File: src/rtl/udma_pkg.sv
// Shared uDMA channel types: datasize encoding, channel data word, unpacker state.
package udma_pkg;

    typedef logic [1:0] ch_datasize_t;

    localparam ch_datasize_t DS_BYTE = 2'd0;
    localparam ch_datasize_t DS_HALF = 2'd1;
    localparam ch_datasize_t DS_WORD = 2'd2;

    localparam int CH_DATA_WIDTH = 32;

    typedef logic [CH_DATA_WIDTH-1:0] ch_data_t;

    typedef enum logic {
        UNP_IDLE  = 1'b0,
        UNP_SHIFT = 1'b1
    } unp_state_t;

    // Encoding 3 behaves as a full word.
    function automatic logic [2:0] ds_bytes(input ch_datasize_t ds);
        case (ds)
            DS_BYTE: return 3'd1;
            DS_HALF: return 3'd2;
            default: return 3'd4;
        endcase
    endfunction

endpackage

File: src/rtl/udma_tx_unpack_fifo.sv
// Synchronous word FIFO with occupancy count and single-cycle flush.
module udma_tx_unpack_fifo #(
    parameter int WIDTH = 34,
    parameter int DEPTH = 4,
    localparam int AW = $clog2(DEPTH)
) (
    input  logic             clk_i,
    input  logic             rstn_i,
    input  logic             flush_i,
    input  logic             push_i,
    input  logic [WIDTH-1:0] data_i,
    input  logic             pop_i,
    output logic [WIDTH-1:0] data_o,
    output logic [AW:0]      count_o,
    output logic             empty_o
);

    logic [WIDTH-1:0] mem [DEPTH];
    logic [AW-1:0]    wr_ptr;
    logic [AW-1:0]    rd_ptr;
    logic [AW:0]      count;
    logic             full;
    logic             do_push;
    logic             do_pop;

    assign full    = (count == (AW+1)'(DEPTH));
    assign empty_o = (count == '0);
    assign count_o = count;
    assign data_o  = mem[rd_ptr];
    assign do_push = push_i & ~full;
    assign do_pop  = pop_i & ~empty_o;

    always_ff @(posedge clk_i) begin
        if (!rstn_i) begin
            wr_ptr <= '0;
            rd_ptr <= '0;
            count  <= '0;
        end else if (flush_i) begin
            wr_ptr <= '0;
            rd_ptr <= '0;
            count  <= '0;
        end else begin
            if (do_push) wr_ptr <= wr_ptr + 1'b1;
            if (do_pop)  rd_ptr <= rd_ptr + 1'b1;
            count <= count + (AW+1)'(do_push) - (AW+1)'(do_pop);
        end
    end

    always_ff @(posedge clk_i) begin
        if (do_push && !flush_i) mem[wr_ptr] <= data_i;
    end

    // The credit scheme reserves a slot for every grant, so this must never fire.
    always_ff @(posedge clk_i) begin
        if (rstn_i && !flush_i) begin
            assert (!(push_i && full)) else $error("udma_tx_unpack_fifo: push while full");
        end
    end

endmodule

File: src/rtl/udma_tx_unpacker.sv
// uDMA TX channel peripheral side: credit-limited requests, word FIFO, byte unpacker.
// Define UDMA_TX_UNPACK_BIG_ENDIAN_EN for MSB-first byte order within the active width.
//
// state     | meaning
// UNP_IDLE  | no word loaded; waiting for the FIFO to become non-empty
// UNP_SHIFT | word loaded; presenting bytes until bytes_left reaches zero
module udma_tx_unpacker
    import udma_pkg::*;
#(
    parameter int DATA_WIDTH = 32,
    parameter int FIFO_DEPTH = 4
) (
    input  logic                  clk_i,
    input  logic                  rstn_i,
    input  logic                  cfg_en_i,
    input  logic                  cfg_clr_i,
    input  logic [1:0]            cfg_datasize_i,
    output logic                  tx_req_o,
    input  logic                  tx_gnt_i,
    input  logic                  tx_valid_i,
    input  logic [DATA_WIDTH-1:0] tx_data_i,
    output logic                  tx_ready_o,
    output logic [1:0]            tx_datasize_o,
    output logic [7:0]            byte_data_o,
    output logic                  byte_valid_o,
    input  logic                  byte_ready_i,
    output logic                  busy_o
);

    localparam int CW = $clog2(FIFO_DEPTH) + 1;

    logic [CW-1:0]         outst_q;
    logic [CW-1:0]         drop_q;
    logic [CW-1:0]         fifo_count;
    logic [CW:0]           credit_used;
    logic                  fifo_empty;
    logic [DATA_WIDTH+1:0] fifo_rdata;
    ch_datasize_t          rd_ds;
    ch_data_t              rd_data;
    logic                  grant;
    logic                  accept;
    logic                  dropping;
    logic                  push;
    logic                  pop;
    logic                  fire;
    logic                  last;
    unp_state_t            state_q;
    unp_state_t            state_d;
    ch_data_t              word_q;
    ch_data_t              word_load;
    ch_data_t              word_shift;
    logic [7:0]            word_byte;
    logic [2:0]            bytes_left_q;

    assign dropping      = (drop_q != '0);
    assign credit_used   = {1'b0, fifo_count} + {1'b0, outst_q};
    assign tx_req_o      = rstn_i & cfg_en_i & ~cfg_clr_i & ~dropping &
                           (credit_used < (CW+1)'(FIFO_DEPTH));
    assign tx_ready_o    = rstn_i;
    assign tx_datasize_o = cfg_datasize_i;
    assign grant         = tx_req_o & tx_gnt_i;
    assign accept        = tx_valid_i & tx_ready_o;
    assign push          = accept & ~dropping & ~cfg_clr_i;
    assign {rd_ds, rd_data} = fifo_rdata;

    // A word accepted in the clear cycle is already covered by outst, so drop excludes it.
    always_ff @(posedge clk_i) begin
        if (!rstn_i) begin
            outst_q <= '0;
            drop_q  <= '0;
        end else if (cfg_clr_i) begin
            outst_q <= '0;
            drop_q  <= drop_q + outst_q - CW'(accept);
        end else begin
            outst_q <= outst_q + CW'(grant) - CW'(accept & ~dropping);
            drop_q  <= drop_q - CW'(accept & dropping);
        end
    end

    udma_tx_unpack_fifo #(
        .WIDTH (DATA_WIDTH + 2),
        .DEPTH (FIFO_DEPTH)
    ) u_fifo (
        .clk_i   (clk_i),
        .rstn_i  (rstn_i),
        .flush_i (cfg_clr_i),
        .push_i  (push),
        .data_i  ({cfg_datasize_i, tx_data_i}),
        .pop_i   (pop),
        .data_o  (fifo_rdata),
        .count_o (fifo_count),
        .empty_o (fifo_empty)
    );

`ifdef UDMA_TX_UNPACK_BIG_ENDIAN_EN
    always_comb begin
        case (rd_ds)
            DS_BYTE: word_load = {rd_data[7:0],  {(CH_DATA_WIDTH-8){1'b0}}};
            DS_HALF: word_load = {rd_data[15:0], {(CH_DATA_WIDTH-16){1'b0}}};
            default: word_load = rd_data;
        endcase
    end
    assign word_shift = word_q << 8;
    assign word_byte  = word_q[CH_DATA_WIDTH-1 -: 8];
`else
    assign word_load  = rd_data;
    assign word_shift = word_q >> 8;
    assign word_byte  = word_q[7:0];
`endif

    assign last = (bytes_left_q == 3'd1);
    assign fire = byte_valid_o & byte_ready_i;

    always_ff @(posedge clk_i) begin
        if (!rstn_i) state_q <= UNP_IDLE;
        else         state_q <= state_d;
    end

    always_comb begin
        state_d = state_q;
        if (cfg_clr_i) begin
            state_d = UNP_IDLE;
        end else begin
            case (state_q)
                UNP_IDLE:  if (!fifo_empty) state_d = UNP_SHIFT;
                UNP_SHIFT: if (fire && last && fifo_empty) state_d = UNP_IDLE;
                default:   state_d = UNP_IDLE;
            endcase
        end
    end

    always_comb begin
        byte_valid_o = (state_q == UNP_SHIFT);
        byte_data_o  = (state_q == UNP_SHIFT) ? word_byte : 8'h00;
        pop          = ~cfg_clr_i & ~fifo_empty &
                       ((state_q == UNP_IDLE) || ((state_q == UNP_SHIFT) && fire && last));
        busy_o       = (outst_q != '0) | dropping | ~fifo_empty | (state_q == UNP_SHIFT);
    end

    always_ff @(posedge clk_i) begin
        if (!rstn_i) begin
            word_q       <= '0;
            bytes_left_q <= '0;
        end else if (cfg_clr_i) begin
            bytes_left_q <= '0;
        end else if (pop) begin
            word_q       <= word_load;
            bytes_left_q <= ds_bytes(rd_ds);
        end else if (fire) begin
            word_q       <= word_shift;
            bytes_left_q <= bytes_left_q - 3'd1;
        end
    end

endmodule

File: config.mk
export PLATFORM = sky130hd
export DESIGN_NAME = udma_tx_unpacker
export DESIGN_NICKNAME = d
export VERILOG_FILES = /design/src/rtl/udma_pkg.sv /design/src/rtl/udma_tx_unpack_fifo.sv /design/src/rtl/udma_tx_unpacker.sv
export SDC_FILE = /design/constraint.sdc
export NUM_CORES = 1
export LEC_CHECK = 0
export ABC_AREA = 1
export CAP_MARGIN = 20
export CORE_UTILIZATION = 44
export DETAILED_ROUTE_END_ITERATION = 6
export GPL_ROUTABILITY_DRIVEN = 0
export PLACE_DENSITY_LB_ADDON = 0.1
export SLEW_MARGIN = 0
export SYNTH_ARGS = -nofsm -noshare
export SYNTH_HDL_FRONTEND = slang
export SYNTH_HIERARCHICAL = 1
export SYNTH_SLANG_ARGS = --single-unit
File: constraint.sdc
create_clock -name clk_i -period 6.2 [get_ports clk_i]
set_input_delay 1.24 -clock clk_i [delete_from_list [all_inputs] [get_ports clk_i]]
set_output_delay 1.24 -clock clk_i [all_outputs]
set_load 0.01 [all_outputs]
=== Yosys cells after proc, flatten, opt, wreduce, memory -nomap -nowiden ===
Memories as Yosys holds them, arrays and structs flattened. A register that Yosys moved wholly into a read port is not among the register bits.
Index checks and enable logic that the tools add are counted.

* Output and inout port bits: 14
* Bits in registers: 49
* Memory bits (writable): 136
* Memories kept: 1

{| class="wikitable"
|+ Memory list
! memory !! depth !! bits a word !! rd ports !! clocked after Yosys merged registers in !! wr ports !! RTL line !! RTL
|-
| u_fifo.mem || 4 || 34 || 1 || 1 || 1 || udma_tx_unpack_fifo.sv:18 || <nowiki>logic [WIDTH-1:0] mem [DEPTH];</nowiki>
|}

* Eq/ne operators: 3
* Mux-type cells: 14
* Order comparisons: 1
* $add $sub $neg: 11
* Reductions and logical operators: 14
* Bitwise logic cells: 25

{| class="wikitable"
|+ Operator list
! operator !! number
|-
| 32-bit 2-to-1 mux || 2
|-
| 1-bit AND || 14
|-
| 3-bit 2-to-1 mux || 3
|-
| 3-bit by 1-bit subtractor with 3-bit output || 3
|-
| 8-bit 2-to-1 mux || 1
|-
| 3-bit by 1-bit adder with 3-bit output || 2
|-
| 1-bit NOT || 6
|-
| 3-bit one-hot mux with 2 select lines || 1
|-
| 3-bit nonzero test || 2
|-
| 1-bit logical AND || 5
|-
| 2-bit by 1-bit adder with 2-bit output (second input constant) || 2
|-
| 3-bit by 3-bit adder with 4-bit output || 1
|-
| 4-bit by 3-bit < comparator with 1-bit output (second input constant) || 1
|-
| 1-bit 2-to-1 mux || 4
|-
| 2-bit 2-to-1 mux || 2
|-
| 3-bit adder || 1
|-
| 1-bit by 3-bit AND with 3-bit output || 1
|-
| 3-bit by 1-bit == test with 1-bit output (second input constant) || 1
|-
| 3-bit == test (second input constant) || 1
|-
| 3-bit zero test || 1
|-
| 1-bit NOT with 3-bit output || 1
|-
| 1-bit OR || 3
|-
| 3-bit by 1-bit subtractor with 3-bit output (second input constant) || 1
|-
| 3-bit subtractor || 1
|-
| other kinds (8) || 8
|}

=== Depth between registers and ports, before layout ===
* Word-level depth: 8
* Mapped depth: 16
* Depth with buffers taken out: 15

=== Hierarchy ===
The synthesis kept the hierarchy.

{| class="wikitable"
|+ Modules (own cells, without submodules)
! module !! times used !! cells each !! sequential area each (um^2) !! area each (um^2)
|-
| udma_tx_unpack_fifo || 1 || 400 || 4264.1 || 5744.3
|-
| udma_tx_unpacker || 1 || 385 || 840.8 || 2401.1
|}

=== Worst setup path before layout ===
OpenSTA, ideal clock, no wires.

* Kind: input -> register
* Start point: input rstn_i
* End point: memory u_fifo.mem[0][0] (enable)
* Data required time: 5.775 ns
* Arrival: 3.706 ns
* Stages: 5
* Library setup time: 0.425 ns
* Buffers on the path: 1
* Slack: 2.068 ns
* Cells stage by stage: clkbuf_1 > nand2_1 > nor3_1 > nand3b_1 > nor2_1

* Word-level cells in the longest chain between the ends: 7

{| class="wikitable"
|+ RTL lines
! what !! RTL line !! RTL
|-
| start, declared || udma_tx_unpacker.sv:14 || <nowiki>input logic rstn_i,</nowiki>
|-
| 1-bit AND || udma_tx_unpacker.sv:62 || <nowiki>assign accept = tx_valid_i & tx_ready_o;</nowiki>
|-
| 1-bit AND (2 in a row) || udma_tx_unpacker.sv:63 || <nowiki>assign push = accept & ~dropping & ~cfg_clr_i;</nowiki>
|-
| net push || udma_tx_unpacker.sv:43 || <nowiki>logic push;</nowiki>
|-
| 1-bit AND || udma_tx_unpack_fifo.sv:30 || <nowiki>assign do_push = push_i & ~full;</nowiki>
|-
| 1-bit logical AND || udma_tx_unpack_fifo.sv:50 || <nowiki>if (do_push && !flush_i) mem[wr_ptr] <= data_i;</nowiki>
|-
| 1-bit 2-to-1 mux || udma_tx_unpack_fifo.sv:50 ||
|-
| 1-bit 2-to-1 mux (implied by the code) || udma_tx_unpack_fifo.sv:50 ||
|-
| end, declared || udma_tx_unpack_fifo.sv:18 ||
|}

The timed path passes the listed nets, and every way through them passes these cells.

=== Worst setup path in the final report ===
* Start point: input cfg_clr_i
* End point: output tx_req_o

* Word-level cells in the longest chain between the ends: 4

{| class="wikitable"
|+ RTL lines
! what !! RTL line !! RTL
|-
| start, declared || udma_tx_unpacker.sv:16 || <nowiki>input logic cfg_clr_i,</nowiki>
|-
| 1-bit NOT (no line) || -- ||
|-
| 1-bit AND (3 in a row) || udma_tx_unpacker.sv:57 || <nowiki>assign tx_req_o = rstn_i & cfg_en_i & ~cfg_clr_i & ~dropping &</nowiki>
|-
| end, declared || udma_tx_unpacker.sv:18 || <nowiki>output logic tx_req_o,</nowiki>
|}

Every way passes these cells.

==> metrics.cfg <==
[global_routing]
grt_pass1_wl_mm = 27.13
grt_use_total_pct = 18.42
grt_overflow = 0
antenna_found_initial = 0
grt_max_degree = 69
first_global_vias = 5188

[power_and_ir_drop]
p_leak_nw = 3.597
finalPower_mw = 2.530
peakVddDrop_v = 0.0001899
p_per_area_nw_per_um2 = 270.8

[finish]
layout-drive-gt1-share_pct = 10.24
layout_common_cells = nand2_1 (172), edfxtp_1 (136), nor2_1 (118)
fin_nets = 888
synthToLayoutAreaGrowth_pct = 14.72
fin_cells = 1069
antennaDiodeCount = 0
final_common_cell = nand2_1
fillers = 1618

[timing]
maxSlewViolCount = 0
setup_viol = 0
fin_setup_tns_ns = 0
holdWs_ns = 0.4619
finalHoldViolCount = 0
grt_setup_unrepaired = false
min_period_ns = 4.405
finClkSkew_ns = 0.009578
worst_pin_slew_ns = 0.7876
period_share_pct = 71.04
relSlewSlack_pct = 47.37
fin_ws_ns = 1.795
fmax_mhz = 227.0

[placement]
pre_cts_ws_ns = 1.681
portBuffers = 54
hpwl_mm = 10.24
dpl.cell_count = 1037

[setup_path]
startpoint = cfg_clr_i
start_kind = input pin
crit_type = input pin to primary output
rr_startpoint = drop_q[1]
cp-end-kind = primary output
cp_max_fo = 8
reg2reg_depth = 6
worstPathArrival_ns = 3.16
cp.required_ns = 4.96

[clocking]
cts_tree = done
clock_sinks = 187
h-tree-depth = 4
cts_resized = 0
clock_tree.buffer_depth = 2
cts_root_buf = clkbuf_16
ctsHoldBuffers = 0
cts_buffers = 17
clkTransAtPathRegs_ns = 0.06
postCtsSetupRepairBufs = 0
insertion_delay_ns = 0.43

[floorplanning]
num_rows = 49
start_util_pct = 45.19
dieWidth_um = 138.1
core_area_um2 = 18020
ios = 55
die_h_um = 138.1
die-area_um2 = 19060

[yosys]
synthCells = 785
async_reset_ff_share_pct = 0
synth_nets = 846
yosysWarningCount = 6
synth_seq_cells = 187
ys_types = 33
syn_area_um2 = 8145
post_synth.cell_area_avg_um2 = 10.38
synth_edf_count = 136
synthFlopType = edfxtp_1
yosysSeqAreaShare_pct = 62.67

[drt]
drt_wl_total_mm = 16.68
antenna_left = 0
wl_per_cell_um = 15.60
drt_iter0_markers = 397
vias = 5333
drt-pass1-iter-count = 5
drc = 0
vias_per_cell = 4.989

[outcome]
status = finished clean

[worst_hold_path]
hp-class = register to register
hold_depth = 2
min_from = word_q[29]

[job]
maxCapViolCount = 0

[area by class of cell]
| cell class | instances | area [um^2] | share of cell area, % |
|---|---|---|---|
| clock buffers | 26 | 479.2 | 5.129 |
| clock inverters | 6 | 88.84 | 0.9507 |
| inverters | 75 | 286.5 | 3.066 |
| multi-input cells | 483 | 2489 | 26.63 |
| flip-flops and latches | 187 | 5106 | 54.65 |
| well taps | 229 | 286.5 | 3.066 |
| repair buffers | 63 | 608.1 | 6.508 |
[cells in the mapped netlist (2+ instances only)]
library cell	number	area, um^2
nand2_1	172	645.6
edfxtp_1	136	4084
nor2_1	122	457.9
inv_1	71	266.5
o21ai_0	66	330.3
dfxtp_1	51	1021
nor2_2	20	125.1
o22ai_2	20	250.2
a21oi_1	19	95.09
buf_2	18	90.09
ha_1	17	212.7
o22ai_1	14	87.58
buf_4	9	67.56
nand3_1	6	30.03
buf_6	5	56.30
o21ai_1	5	25.02
xor2_1	4	35.03
buf_12	3	60.06
clkbuf_1	3	11.26
fa_1	3	60.06
nand2_2	3	18.77
xnor2_1	3	26.28
clkbuf_2	2	10.01
inv_2	2	7.510
nand3b_1	2	15.01
nor3_1	2	10.01
[per-layer routing]
metal / track usage [%] / vias to the layer above / part of all wire (%)
li1: - / 2676 / -
met1: 23.29 / 2525 / 45
met2: 31.13 / 110 / 50
met3: 3.741 / 22 / 3.4
met4: 6.998 / 0 / 1.6
met5: 0 / - / 0
[stage by stage]
stage	cell area (um^2)	utilization [%]
after floorplan	8145	-
after global placement	8776	48.69
after detailed placement	8776	48.69
after CTS	9344	51.84
after global routing	9344	51.84
final	9344	51.84
[logic make-up (layout without fill, tap and decap cells)]
group | after synthesis | in the layout | synth area share (%)
AO/OA/AOI/OAI | 126 | 126 | 9.862
XOR/XNOR | 7 | 7 | 0.7527
AND/OR/NAND/NOR | 330 | 330 | 16.22
flip-flops | 187 | 187 | 62.67
adder cells (fa/ha/maj) | 20 | 20 | 3.349
buffers and inverters | 115 | 170 | 7.143
[sequential cells by signal, indices dropped and copies added, names as in the netlist, named ones only]
| signal | cells |
|---|---|
| u_fifo/rd_ptr | 2 |
| byte_valid_o | 1 |
| drop_q | 3 |
| word_q | 32 |
| outst_q | 3 |
| bytes_left_q | 3 |
| u_fifo/count_o | 3 |
| u_fifo/mem | 136 |
| u_fifo/wr_ptr | 2 |
[power by group]
part | switching [mW] | internal, mW
Sequential | 0.00639 | 1.35
Combinational | 0.0621 | 0.0547
Clock | 0.440 | 0.617
Total | 0.508 | 2.02
[final timing paths]
kind                                     endpoint  slack, ns
worst max-delay path                     tx_req_o       1.80
worst min-delay path                   word_q[29]       0.46
worst max register to register  u_fifo/mem[3][12]       3.28
worst min register to register         word_q[29]       0.46
[critical path, stage by stage]
cell	delay, ns
clkdlybuf4s50_1	0.54
inv_1	0.18
nand2_1	0.20
nor4_1	0.40
clkdlybuf4s50_1	0.60
No activity file was read; power rests on OpenSTA's default activity.
